**config.mk**
```make
export PLATFORM = sky130hd
export DESIGN_NAME = tt_um_chandrakanth_gate_tester
export DESIGN_NICKNAME = d
export VERILOG_FILES = /design/src/rtl/tt_um_chandrakanth_gate_tester.sv
export SDC_FILE = /design/constraint.sdc
export NUM_CORES = 1
export LEC_CHECK = 0
export CORE_MARGIN = 3
export CORE_UTILIZATION = 41
export CTS_CLUSTER_SIZE = 12
export DETAILED_ROUTE_END_ITERATION = 6
export PLACE_DENSITY = 0.8
export SYNTH_ARGS = -nofsm -noshare
export SYNTH_HDL_FRONTEND = slang
export SYNTH_SLANG_ARGS = --single-unit
```
**constraint.sdc**
```tcl
create_clock -name clk -period 2.08 [get_ports clk]
set_clock_uncertainty 0.1 [all_clocks]
set_input_delay 0.208 -clock clk [delete_from_list [all_inputs] [get_ports clk]]
set_output_delay 0.208 -clock clk [all_outputs]
set_load 0.03 [all_outputs]
```
**src/rtl/tt_um_chandrakanth_gate_tester.sv**
```systemverilog
// Sequential stimulus/checker for 2-input logic tiles: steps A/B through all four
// vectors, samples the gate response after a settle window and reports pass/fail.
module tt_um_chandrakanth_gate_tester #(
  parameter int SETTLE_CYCLES = 4
) (
  input  logic [7:0] ui_in,
  output logic [7:0] uo_out,
  input  logic [7:0] uio_in,
  output logic [7:0] uio_out,
  output logic [7:0] uio_oe,
  input  logic       ena,
  input  logic       clk,
  input  logic       rst_n
);

  typedef enum logic [1:0] {IDLE, DRIVE, SAMPLE, DONE} state_t;

  localparam int CW = $clog2(SETTLE_CYCLES + 1);
  localparam logic [CW-1:0] SETTLE_LAST = CW'(SETTLE_CYCLES - 1);

  state_t        state;
  logic [CW-1:0] settle_cnt;
  logic [1:0]    drive;
  logic [2:0]    sel_q;
  logic          loopback_q;
  logic [3:0]    fail_mask;
  logic          busy;
  logic          done;
  logic          restart;
  logic          oe_en;

  logic start_meta, start_sync, start_prev;
  logic y_meta, y_sync;
  logic start_rise;
  logic y_src;
  logic start_ok;

  // Expected truth table of the selected gate for a given (A,B).
  function automatic logic expected_y(input logic [2:0] sel, input logic a, input logic b);
    logic y;
    case (sel)
      3'd0:    y = ~(a & b);
      3'd1:    y = a & b;
      3'd2:    y = a | b;
      3'd3:    y = ~(a | b);
      3'd4:    y = a ^ b;
      3'd5:    y = ~(a ^ b);
      3'd6:    y = ~a;
      default: y = a;
    endcase
    return y;
  endfunction

  assign start_rise = start_sync & ~start_prev;
  assign start_ok   = start_rise & ((state == IDLE) | ((state == DONE) & ~restart));
  assign y_src      = loopback_q ? ~(drive[0] & drive[1]) : uio_in[2];

  always_ff @(posedge clk or negedge rst_n) begin
    if (!rst_n) begin
      start_meta <= 1'b0;
      start_sync <= 1'b0;
      start_prev <= 1'b0;
      y_meta     <= 1'b0;
      y_sync     <= 1'b0;
    end else begin
      start_meta <= ui_in[0];
      start_sync <= start_meta;
      start_prev <= start_sync;
      y_meta     <= y_src;
      y_sync     <= y_meta;
    end
  end

  // Main sequencer; loop mode is sampled on each DONE entry so it can be stopped live.
  always_ff @(posedge clk or negedge rst_n) begin
    if (!rst_n) begin
      state      <= IDLE;
      settle_cnt <= '0;
      drive      <= 2'd0;
      sel_q      <= 3'd0;
      loopback_q <= 1'b0;
      fail_mask  <= 4'd0;
      busy       <= 1'b0;
      done       <= 1'b0;
      restart    <= 1'b0;
      oe_en      <= 1'b0;
    end else begin
      oe_en <= 1'b1;
      if (start_ok) begin
        sel_q      <= ui_in[3:1];
        loopback_q <= ui_in[5];
        fail_mask  <= 4'd0;
        done       <= 1'b0;
        busy       <= 1'b1;
        drive      <= 2'd0;
        settle_cnt <= '0;
        state      <= DRIVE;
      end else begin
        case (state)
          DRIVE: begin
            if (settle_cnt == SETTLE_LAST) begin
              state <= SAMPLE;
            end else begin
              settle_cnt <= settle_cnt + CW'(1);
            end
          end
          SAMPLE: begin
            if (y_sync != expected_y(sel_q, drive[0], drive[1])) begin
              fail_mask[drive] <= 1'b1;
            end
            if (drive != 2'd3) begin
              drive      <= drive + 2'd1;
              settle_cnt <= '0;
              state      <= DRIVE;
            end else begin
              drive   <= 2'd0;
              done    <= 1'b1;
              restart <= ui_in[4];
              busy    <= ui_in[4];
              state   <= DONE;
            end
          end
          DONE: begin
            if (restart) begin
              restart    <= 1'b0;
              drive      <= 2'd0;
              settle_cnt <= '0;
              state      <= DRIVE;
            end
          end
          default: state <= IDLE;
        endcase
      end
    end
  end

  assign uo_out  = {fail_mask, done & (fail_mask != 4'd0), done & (fail_mask == 4'd0), done, busy};
  assign uio_out = {6'd0, drive};
  assign uio_oe  = {6'd0, oe_en, oe_en};

  logic _unused;
  assign _unused = &{1'b0, ena, ui_in[7:6], uio_in[7:3], uio_in[1:0]};

endmodule

```
After elaboration in Yosys (flattened, before gate mapping)
Index checks and enable logic that the tools add are counted.

storage, ports and cells
  register bits = 24
  input bits = 19
  output and inout bits = 24
  logic and storage cells = 100

cells by class
  add/sub/neg operators = 2
  magnitude comparators = 2
  equal/unequal tests = 18
  muxes and demuxes = 30
  bitwise logic cells = 17
  reductions and logical operators = 16

operator list
  kind                 count
  $mux 2               7
  $mux 3               4
  $mux 4               3
  $ne 3x3->1 const B   4
  $mux 1               10
  $eq 3x2->1 const B   3
  $eq 3x3->1 const B   3
  $pmux 3 s3           1
  $reduce_and 2->1     4
  $reduce_bool 4->1    2
  $not 1->1            7
  $pmux 1 s7           1
  $and 1x1->1          6
  $ne 2x2->1 const B   3
  $pmux 2 s3           1
  $reduce_bool 2->1    3
  $eq 2x2->1 const B   2
  $logic_not 4->1      1
  $or 4x4->4           1
  $pmux 2 s2           1
  $reduce_and 4->1     1
  $add 3x1->3 const B  1
  $eq 3x1->1 const B   1
  $logic_not 3->1      1
  other kinds (13)     14

Depth between registers and ports, before layout
  depth in word-level cells = 9
  depth in mapped cells = 7
  gate-level depth less buffers = 6

Worst setup path before layout
OpenSTA, ideal clock, no wires.

  path kind = flip-flop to flip-flop
  start = reg drive[0]
  end = reg fail_mask[3]
  setup time = 0.069 ns
  arrival = 2.072 ns
  data required time = 1.911 ns
  path slack = -0.161 ns
  cell stages (with the launch flop) = 7
  path buffers = 0
  period minus slack after synthesis = 2.241 ns
  cell sequence = dfrtp_1 inv_1 ha_1 inv_1 mux4_2 or4_1 nand3_1

on the way
  cells in the longest elaborated chain, start to end = 8
  elaborated cells on any way between the ends = 22
  those cells by class = 2 x order compare; 1 x eq/ne; 8 x mux; 8 x bitwise; 3 x reduce/logical

RTL lines
  element                                                            RTL line  text
  start: declaration                                                 23        logic [1:0] drive;
  start signal: assignment                                           112       drive <= drive + 2'd1;
  $lt 2x3->1 (not written as such) (tied with other cells)           109       fail_mask[drive] <= 1'b1;
  $logic_and 1x1->1 (not written as such) (tied with other cells)    109
  $mux 1 (not written as such) / $pmux 1 s7 (equally long branches)  109, 41
  $demux 1 s2 / $mux 1 (equally long branches)                       109, 99
  $or 4x4->4 (no line) / $mux 1 (equally long branches)              -
  $mux 4 / $ne 1x1->1 (equally long branches)                        108       if (y_sync != expected_y(sel_q, drive[0], drive[1])) begin
  $mux 4 / $reduce_bool 2->1 (equally long branches)                 -
  $mux 4 / $reduce_and 2->1 (equally long branches)                  -
  end signal: assignment                                             82        fail_mask <= 4'd0;
  end signal: assignment                                             92        fail_mask <= 4'd0;
  end signal: indexed assignment                                     109
  end: declaration                                                   26        logic [3:0] fail_mask;

Several ways; a longest one is shown, not always the timed one. The select of a mux whose other input is x is not followed.
A chain may end at the register's enable or synchronous reset.

Worst setup path in the final report
  start = reg drive[1]
  end = reg fail_mask[3]

The elaborated chain is that of the path after synthesis.

==> results.md <==
* Crit-path slowest cell: or4_1
* CTS tree: built
* Mux cell area share after synthesis at 0.0494
* RR Startpoint: drive[1]
* Final Hold Fails at 0
* Status: finished, final reports clean
* Via-to-Cell Ratio at 4.90
* Main combinational cell family by area after synthesis: simple AND/OR/NAND/NOR gates
* Final setup TNS at 0 ps
* Setup crit end kind: register
* Initial DRC count at 9
* Vias in the first global route at 985
* Max FO, Critical Path at 5
* Reg2Reg Depth at 6
* Dpl cells at between 150 and 200
* Antenna cells at 0
* Xor and xnor area share after synthesis at 0.00652
* Die height at 63.2 um
* Synthesized area per cell at 9.94 um2
* Post-synthesis async set-or-reset flop share at 1.00
* Die area at 0.00400 mm2
* Setup Viol. Count Final at 0
* Total iterations of the first detailed-routing run at 4
* Largest net degree at the start of global routing at 25
* Post-Synth Simple-Gate Area at 0.174
* CTS sink cnt at 24
* Register bit total from synthesis at 24
* Ranking of synthesized cells by area: dfrtp_1 (45%), ha_1 (9.3%), buf_4 (8.9%)
* Crit path max-delay family: simple AND/OR/NAND/NOR gates
* Adder-Cell Fraction of Synth Area at 0.0932
* DR vias at 1,004
* Initial antenna violation count at 0
* Met2 Wirelength at 1.29 mm
* CP Class: register to register
* Reg2reg setup slack at 70 ps
* Root buf cell: clkbuf_4
* Slew Limit Fails at 0
* Final period util at 0.965
* Slew headroom at 0.427
* Netlist cell types at 31
* Compound-gate portion of the synthesized area at 0.0988
* Synth Instances at 135
* Period minus WS final at 2010 ps
* Total CTS buffers at 3
* Worst-path cell chain: inv_2 -> ha_4 -> inv_1 -> mux4_2 -> or4_1 -> nand3_1
* Total Power at 2.21 mW
* Fin util at 0.551
* Core box area at 0.00308 mm2
* Final instance area at 0.00170 mm2
* Clk pin slew, worst setup/hold paths at 140 ps
* Count of non-filler cells in the finished layout at slightly above 200
* Fmax at between 0.4 and 0.5 GHz
* Pwr dens at 1300 mW/mm2
* WP data arrival at 2180 ps
* Ys flop type: dfrtp_1
* Int Power at 1.32 mW
* Clock buffer depth at 2
* Psw at 0.883 mW
* Peak supply drop at ~570 uV
* Buffers & Inverters on Critical Path at 2
* Global-route wire length before repair at approximately 4.2 mm
* Met1 wire length at 1.13 mm
* Buffers on Ports at 20
* Slowest Stage Delay on Critical Path at 490 ps
* Hold/Removal Path Class: input pin to asynchronous set/reset pin
* Actual slew at the worst max-slew pin at between 800 and 900 ps
* Synth Cell Area at 0.00134 mm2
* Share of post-route cells with drive strength above 1 at 0.186
* # rows at 20
* Detailed Place HPWL at between 1.5 and 2 mm
* Logic gate share of total power at 0.518
* Critical Path RT at around 2300 ps
* Dpl ws at 17.0 ps
* Met3 Wirelength at 105 um
* Post-synth top area share at 0.447
* Top Layer Used: met4
* H-tree Lvls at 1
* ANT nets after route at 0
* Skew-Pair Late Insertion Delay at roughly 320 ps
* Placed Instance Area at 0.00157 mm2
* Net Sw Frac at 0.400
* P&R area growth vs syn at 26.3%
* Worst hold margin at 134 ps
* Number of remaining DRC errors at 0
* Gp weighted congestion at around 0.81
* Clock share of power at 0.154
* Seq/Total Area, Yosys at 0.447
* GRT Residual Overflow at 0
* Initial core utilization at 0.436
* Area leader, netlist: dfrtp_1
* Final nets at 191
* GRT Overall Usage at 0.132
* Max Cap Violations at 0
* Post-synth EDFFs at 0
* Setup ws final at 73.2 ps
* Total wire length at around 2.5 mm
* Static leakage at approximately 0.77 nW
* Yosys Warn Count at 0
* Sequential power share at 0.328
* RSZ-0062 raised after global routing: false
* Wire length per cell at around 12 um
* IO Pins at 43
* Reg2reg end: fail_mask[3]
* Die Span X at between 60 and 70 um
* CTS Hold Buffers Added at 0
* Startpoint types: register
[synthesized netlist by cell type, types with 3 or more instances]
library cell,instances
a221o_2,3
a32o_1,3
buf_4,16
dfrtp_1,24
ha_1,10
inv_1,9
mux2_2,3
nand2_1,22
nor2_1,7
nor2b_1,3
nor3b_1,3
nor4_1,4
o21ai_0,5
[worst reg2reg max path: stages, from the launching register on]
cell and delay (ps):
dfrtp_2 440, inv_2 70, ha_4 260, inv_1 40, mux4_2 470, or4_1 490
nand3_1 100
[registers in the layout (all words and copies together), names as in the netlist]
register    cells
busy            1
done            1
drive           2
fail_mask       4
loopback_q      1
oe_en           1
restart         1
sel_q           3
settle_cnt      3
start_meta      1
start_prev      1
start_sync      1
state           2
y_meta          1
y_sync          1
[logic make-up (layout without fill, tap and decap cells)]
family / Yosys count / count (layout)
and+or+nand+nor: 48 / 48
buffers and inverters: 28 / 43
DFF: 24 / 24
AOI/OAI and AO/OA: 17 / 17
adders and majority gates: 10 / 10
muxes: 5 / 5
other: 2 / 13
xor gates and xnor gates: 1 / 1
[layout by cell type, fill, tap and decap left out, types with 2 or more instances in the layout]
cell             Yosys  routed
clkdlybuf4s50_1      0      18
a32o_1               3       3
clkbuf_4             0       3
nor4_4               0       3
nand3_1              2       2
a221o_2              3       3
o21ai_0              5       5
nor2b_1              3       3
conb_1               2      13
inv_2                0       2
nor2_1               7       7
nor3b_1              3       3
nand2_1             22      22
dfrtp_2              0       2
ha_1                10       9
and2_1               2       2
mux2_2               3       3
inv_1                9       7
o21a_1               2       2
buf_4               16       9
dfrtp_1             24      22
[power groups by stage]
stage	logic (mW)	registers (mW)	clock network, mW
after CTS	1.02	0.724	0.348
after global placement	0.939	0.725	0
after floorplan	0.629	0.783	0
after global routing	1.25	0.744	0.374
after detailed placement	0.992	0.741	0
final	1.14	0.724	0.339
[worst max path at each step]
stage / slack [ps] / cells past startpoint / start / endpoint
4_1_cts: 20 / 7 / drive[1] / fail_mask[1]
6_report: 70 / 6 / drive[1] / fail_mask[3]
3_5_place_dp: 20 / 7 / drive[0] / fail_mask[1]
5_1_grt: 10 / 6 / drive[1] / fail_mask[3]
2_1_floorplan: -10 / 6 / drive[0] / fail_mask[3]
3_3_place_gp: 110 / 6 / drive[0] / fail_mask[3]
[final cells by class]
type / instances / area, um2
Timing Repair Buffer: 30 / 278
Clock inverter: 1 / 30.0
Clock buffer: 3 / 22.5
Multi-Input combinational cell: 94 / 673
Inverter: 9 / 33.8
Sequential cell: 24 / 603
Fill cell: 260 / 1380
Tap cell: 44 / 55.1
[repair_timing]
action,in CTS,in global routing
setup endpoints to repair,3,5
gates resized for setup,2,9
buffers inserted,2,0
[layer usage]
| metal | up-vias | GRT usage |
|---|---|---|
| met5 | - | 0 |
| met4 | 0 | 0.0485 |
| met3 | 2 | 0.0214 |
| met2 | 29 | 0.236 |
| met1 | 490 | 0.160 |
| li1 | 483 | - |
Note: power is estimated with default switching activity, not from simulation.
